--- config.mk ---
export PLATFORM = sky130hd
export DESIGN_NAME = pc_reg
export DESIGN_NICKNAME = d
export VERILOG_FILES = /design/src/rtl/pc_reg.sv
export SDC_FILE = /design/constraint.sdc
export NUM_CORES = 1
export LEC_CHECK = 0
export ABC_AREA = 0
export CAP_MARGIN = 10
export CORE_MARGIN = 2
export CORE_UTILIZATION = 40
export CTS_BUF_LIST = sky130_fd_sc_hd__clkbuf_8
export CTS_CLUSTER_DIAMETER = 30
export DETAILED_ROUTE_END_ITERATION = 10
export GPL_TIMING_DRIVEN = 0
export PLACE_DENSITY = 0.8
export SKIP_LAST_GASP = 1
export SLEW_MARGIN = 20
export SYNTH_ARGS = -nofsm -noshare
export SYNTH_HDL_FRONTEND = slang
export SYNTH_SLANG_ARGS = --single-unit
export TNS_END_PERCENT = 50
--- constraint.sdc ---
create_clock -name clk -period 0.9 [get_ports clk]
set_input_delay 0.18 -clock clk [delete_from_list [all_inputs] [get_ports clk]]
set_output_delay 0.18 -clock clk [all_outputs]
set_load 0.02 [all_outputs]
--- src/rtl/pc_reg.sv ---
// -----------------------------------------------------------------------------
// pc_reg -- program-counter state register of the instruction-fetch stage.
//
// Captures the next-PC candidate from the next-PC mux on every rising clock
// edge on which the I-cache reports a hit. On a miss the current PC is held,
// which stalls fetch. The captured value always has its low ALIGN bits
// cleared, so the PC presented to instruction memory is word-aligned.
//
// Ports
//   pcOut  out [WIDTH-1:0]  current PC, straight from the register
//   pc     in  [WIDTH-1:0]  next-PC candidate
//   hit    in               1 = I-cache hit, advance; anything else = hold
//   clk    in               rising-edge clock
//   rstn   in               asynchronous active-low reset, loads RESET_PC
// -----------------------------------------------------------------------------
module pc_reg #(
  parameter int unsigned      WIDTH    = 32,
  parameter logic [WIDTH-1:0] RESET_PC = '0,
  parameter int unsigned      ALIGN    = 2
) (
  output logic [WIDTH-1:0] pcOut,
  input  logic [WIDTH-1:0] pc,
  input  logic             hit,
  input  logic             clk,
  input  logic             rstn
);

  // Mask with the low ALIGN bits cleared. Built arithmetically rather than by
  // concatenation so ALIGN = 0 still elaborates (mask becomes all ones).
  localparam logic [WIDTH-1:0] ALIGN_MASK    = ~((WIDTH'(1) << ALIGN) - WIDTH'(1));
  // The reset vector obeys the same alignment as any loaded PC.
  localparam logic [WIDTH-1:0] RESET_ALIGNED = RESET_PC & ALIGN_MASK;

  logic [WIDTH-1:0] pc_d;
  logic [WIDTH-1:0] pc_q;

  // Only a definite 1 on hit advances: an X/Z hit makes the if-condition
  // unknown, which falls through to the hold value.
  always_comb begin
    pc_d = pc_q;
    if (hit == 1'b1) pc_d = pc & ALIGN_MASK;
  end

  always_ff @(posedge clk or negedge rstn) begin
    if (!rstn) pc_q <= RESET_ALIGNED;
    else       pc_q <= pc_d;
  end

  // Output comes only from the register: no input-to-output path.
  assign pcOut = pc_q;

endmodule

==> results of run 1 <==
==> worst max-delay path by stage <==
stage / from / endpoint / slack, ps / depth (start not counted)
6_report: pcOut[24] / pcOut[24] / -90 / 1
5_1_grt: pcOut[15] / pcOut[15] / -120 / 1
4_1_cts: pcOut[12] / pcOut[12] / -100 / 1
3_5_place_dp: pcOut[8] / pcOut[8] / -240 / 1
3_3_place_gp: rstn / pcOut[19] / -790 / 1
2_1_floorplan: pcOut[10] / pcOut[10] / 70 / 1
==> logic make-up (layout without fill, tap and decap cells) <==
logic type / count (synthesis) / after routing / synth area share, %
buffers and inverters: 5 / 93 / 3.89
multiplexers: 30 / 30 / 35.9
flip-flops: 30 / 30 / 59.9
other: 1 / 2 / 0.299
==> area by class of cell <==
class,instances,area (sq um)
plain buffers,5,48.8
clock inverters,3,40.0
well taps,44,55.1
fillers,213,850
flip-flops and latches,30,751
clock buffers,5,68.8
multi-input cells,32,458
repair buffers,80,757
==> per-stage QoR <==
step	hold WS, ps	instance area (sq um)	setup WS, ps	TNS [ps]
after detailed placement	240	1920	-238	-8390
final	-77.5	2180	-90.9	-2400
after global routing	-15.7	2180	-122	-3470
after CTS	-55.8	2050	-98.7	-2700
after floorplan	-116	1260	65.3	0
after global placement	491	1920	-789	-31620
==> cells in the final DEF (no fill, tap or decap) <==
master	n
buf_4	22
buf_6	28
mux2_4	30
dfrtp_1	30
buf_2	5
clkdlybuf4s50_1	30
clkinv_2	2
bufinv_16	1
conb_1	2
clkbuf_8	5
==> layer usage <==
metal	up-vias	global-route usage (%)	share of wire, %
met5	-	0	0
met4	0	8.57	1.5
met3	5	2.81	6.6
met2	40	26.9	50
met1	407	19.8	42
li1	403	-	-
==> worst register-to-register path: cells and delay by family (launching register included) <==
family	cells	cell delay [ps]
buffers and inverters	1	140
flip-flops	1	400
multiplexers	1	260
==> power by group through the flow <==
stage / Clock, mW / Combinational, mW / Sequential (mW)
6_report: 1.28 / 1.04 / 1.58
2_1_floorplan: 0 / 0.276 / 1.75
5_1_grt: 1.37 / 1.10 / 1.59
3_3_place_gp: 0 / 0.907 / 1.58
3_5_place_dp: 0 / 0.916 / 1.58
4_1_cts: 1.32 / 0.940 / 1.57
==> timing repair <==
item                       4_1_cts  5_1_grt
buffers inserted                10        9
gates cloned                     0        0
setup endpoints to repair       30       40
hold endpoints to repair        30       24
gates resized for setup        152       19
==> impl_metrics.env, run 1 <==
export IMPL_status="finished with violations"
export IMPL_violations="hold timing, setup timing"
export IMPL_ys_async_sr_fraction_pct=100
export IMPL_skew_ps=0
export IMPL_wl_per_cell_microns=14.0
export IMPL_clock_sinks=30
export IMPL_wirelength_microns=2790
export IMPL_maxCapViolations=0
export IMPL_clockRootBuffer="clkbuf_8"
export IMPL_grt_ovfl_total=0
export IMPL_rsz0062_at_grt="true"
export IMPL_numPortBuffers=61
export IMPL_ioPinCount=67
export IMPL_ys_seq_area_share_pct=59.9
export IMPL_maxSlewViolCount=0
export IMPL_final_min_clock_period_ps=991
export IMPL_r2r_end="pcOut[24]"
export IMPL_cts_buffers=5
export IMPL_routabilityCongestion=0.700
export IMPL_row_count=20
export IMPL_yosys_area_top_type="dfrtp_1"
export IMPL_p_leak_nw=1.08
export IMPL_slowest_delay_ps=400
export IMPL_cts_tree="built"
export IMPL_rrSetupSlack_ps=-10
export IMPL_num_vias=855
export IMPL_htreeDepth=2
export IMPL_ir_drop_v=0.00125
export IMPL_combPwrFrac_pct=26.6
export IMPL_path_cells="buf_6"
export IMPL_clockBufferDepth=2
export IMPL_clk_pin_slew_ps=60
export IMPL_synth_common_cells="30 x dfrtp_1, 30 x mux2_4, 3 x buf_6"
export IMPL_worst_pin_slew_ps=622
export IMPL_via_per_inst=4.30
export IMPL_dp_hpwl_microns=1900
export IMPL_hold_violations=30
export IMPL_antenna_found_initial=0
export IMPL_dieArea_sq_um=3600
export IMPL_first_pass_iters=3
export IMPL_dp_cells=172
export IMPL_critPathBufInv=1
export IMPL_timing_hold_ws_ps=-77.5
export IMPL_fin_ws_ps=-90.9
export IMPL_finalNonFillerCells=199
export IMPL_drc=0
export IMPL_syn2layout_area_growth_pct=73.8
export IMPL_synth_area_top_cells="dfrtp_1 60%, mux2_4 36%, buf_6 2.7%, buf_4 1.2%, conb_1 0.30%"
export IMPL_ant_nets=0
export IMPL_n_antenna_cell=0
export IMPL_netSwitchingPower_mw=0.952
export IMPL_power_total_mw=3.91
export IMPL_largest_reg_flops=30
export IMPL_maxSlewHeadroom_pct=58.5
export IMPL_critPathKind="reg2out"
export IMPL_drt_initial_drc_count=13
export IMPL_arrival_ps=810
export IMPL_hp_class="in2async"
export IMPL_r2r_start="pcOut[24]"
export IMPL_fin_crit_sh_pct=110
export IMPL_die_height_microns=60.0
export IMPL_setup_violations_final=36
export IMPL_synth_top_area_share_pct=59.9
export IMPL_power_share_switching_pct=24.4
export IMPL_critPathSlowestCell="dfrtp_1"
export IMPL_syn_avg_cell_area_sq_um=19.0
export IMPL_cp_start_kind="flip-flop"
export IMPL_netlist_area_sq_um=1250
export IMPL_drive_gt1_share_pct=60.0
export IMPL_p_seq_share_pct=40.5
export IMPL_cp_max_fo=2
export IMPL_synthFlopType="dfrtp_1"
export IMPL_dieWidth_microns=60.0
export IMPL_coreArea_sq_um=3030
export IMPL_ys_ff_latch=30
export IMPL_num_nets_final=189
export IMPL_post_route_util_pct=71.9
export IMPL_netlist_instances=66
export IMPL_start_util_pct=41.4
export IMPL_grt_use_total_pct=16.1
export IMPL_r2r_cells=2
export IMPL_clkLatencyLatePin_ps=270
export IMPL_synth_edf_count=0
export IMPL_cpLargestDelayFamily="flip-flops"
export IMPL_power_frac_clock_pct=32.9
export IMPL_clock_fmax_mhz=1010
export IMPL_grt_max_degree=31
export IMPL_worstSetupEndpointType="output port"
export IMPL_grt_pass1_wl_microns=4140
export IMPL_first_global_vias=870
export IMPL_yosys_warnings=0
export IMPL_cp_data_required_time_ps=720
export IMPL_pwr_density_cell_nw_per_um2=1790
export IMPL_synth_distinct_cells=5
export IMPL_power_internal_mw=2.95
Note: power is estimated with default switching activity, not from simulation.
==> run 2: changes to the inputs <==
--- a/config.mk
+++ b/config.mk
@@ -5,7 +5,6 @@
 export SDC_FILE = /design/constraint.sdc
 export NUM_CORES = 1
 export LEC_CHECK = 0
-export ABC_AREA = 0
 export CAP_MARGIN = 10
 export CORE_MARGIN = 2
 export CORE_UTILIZATION = 40
==> results of run 2 <==
The final DEF is identical to that of run 1; final timing and power are the same.
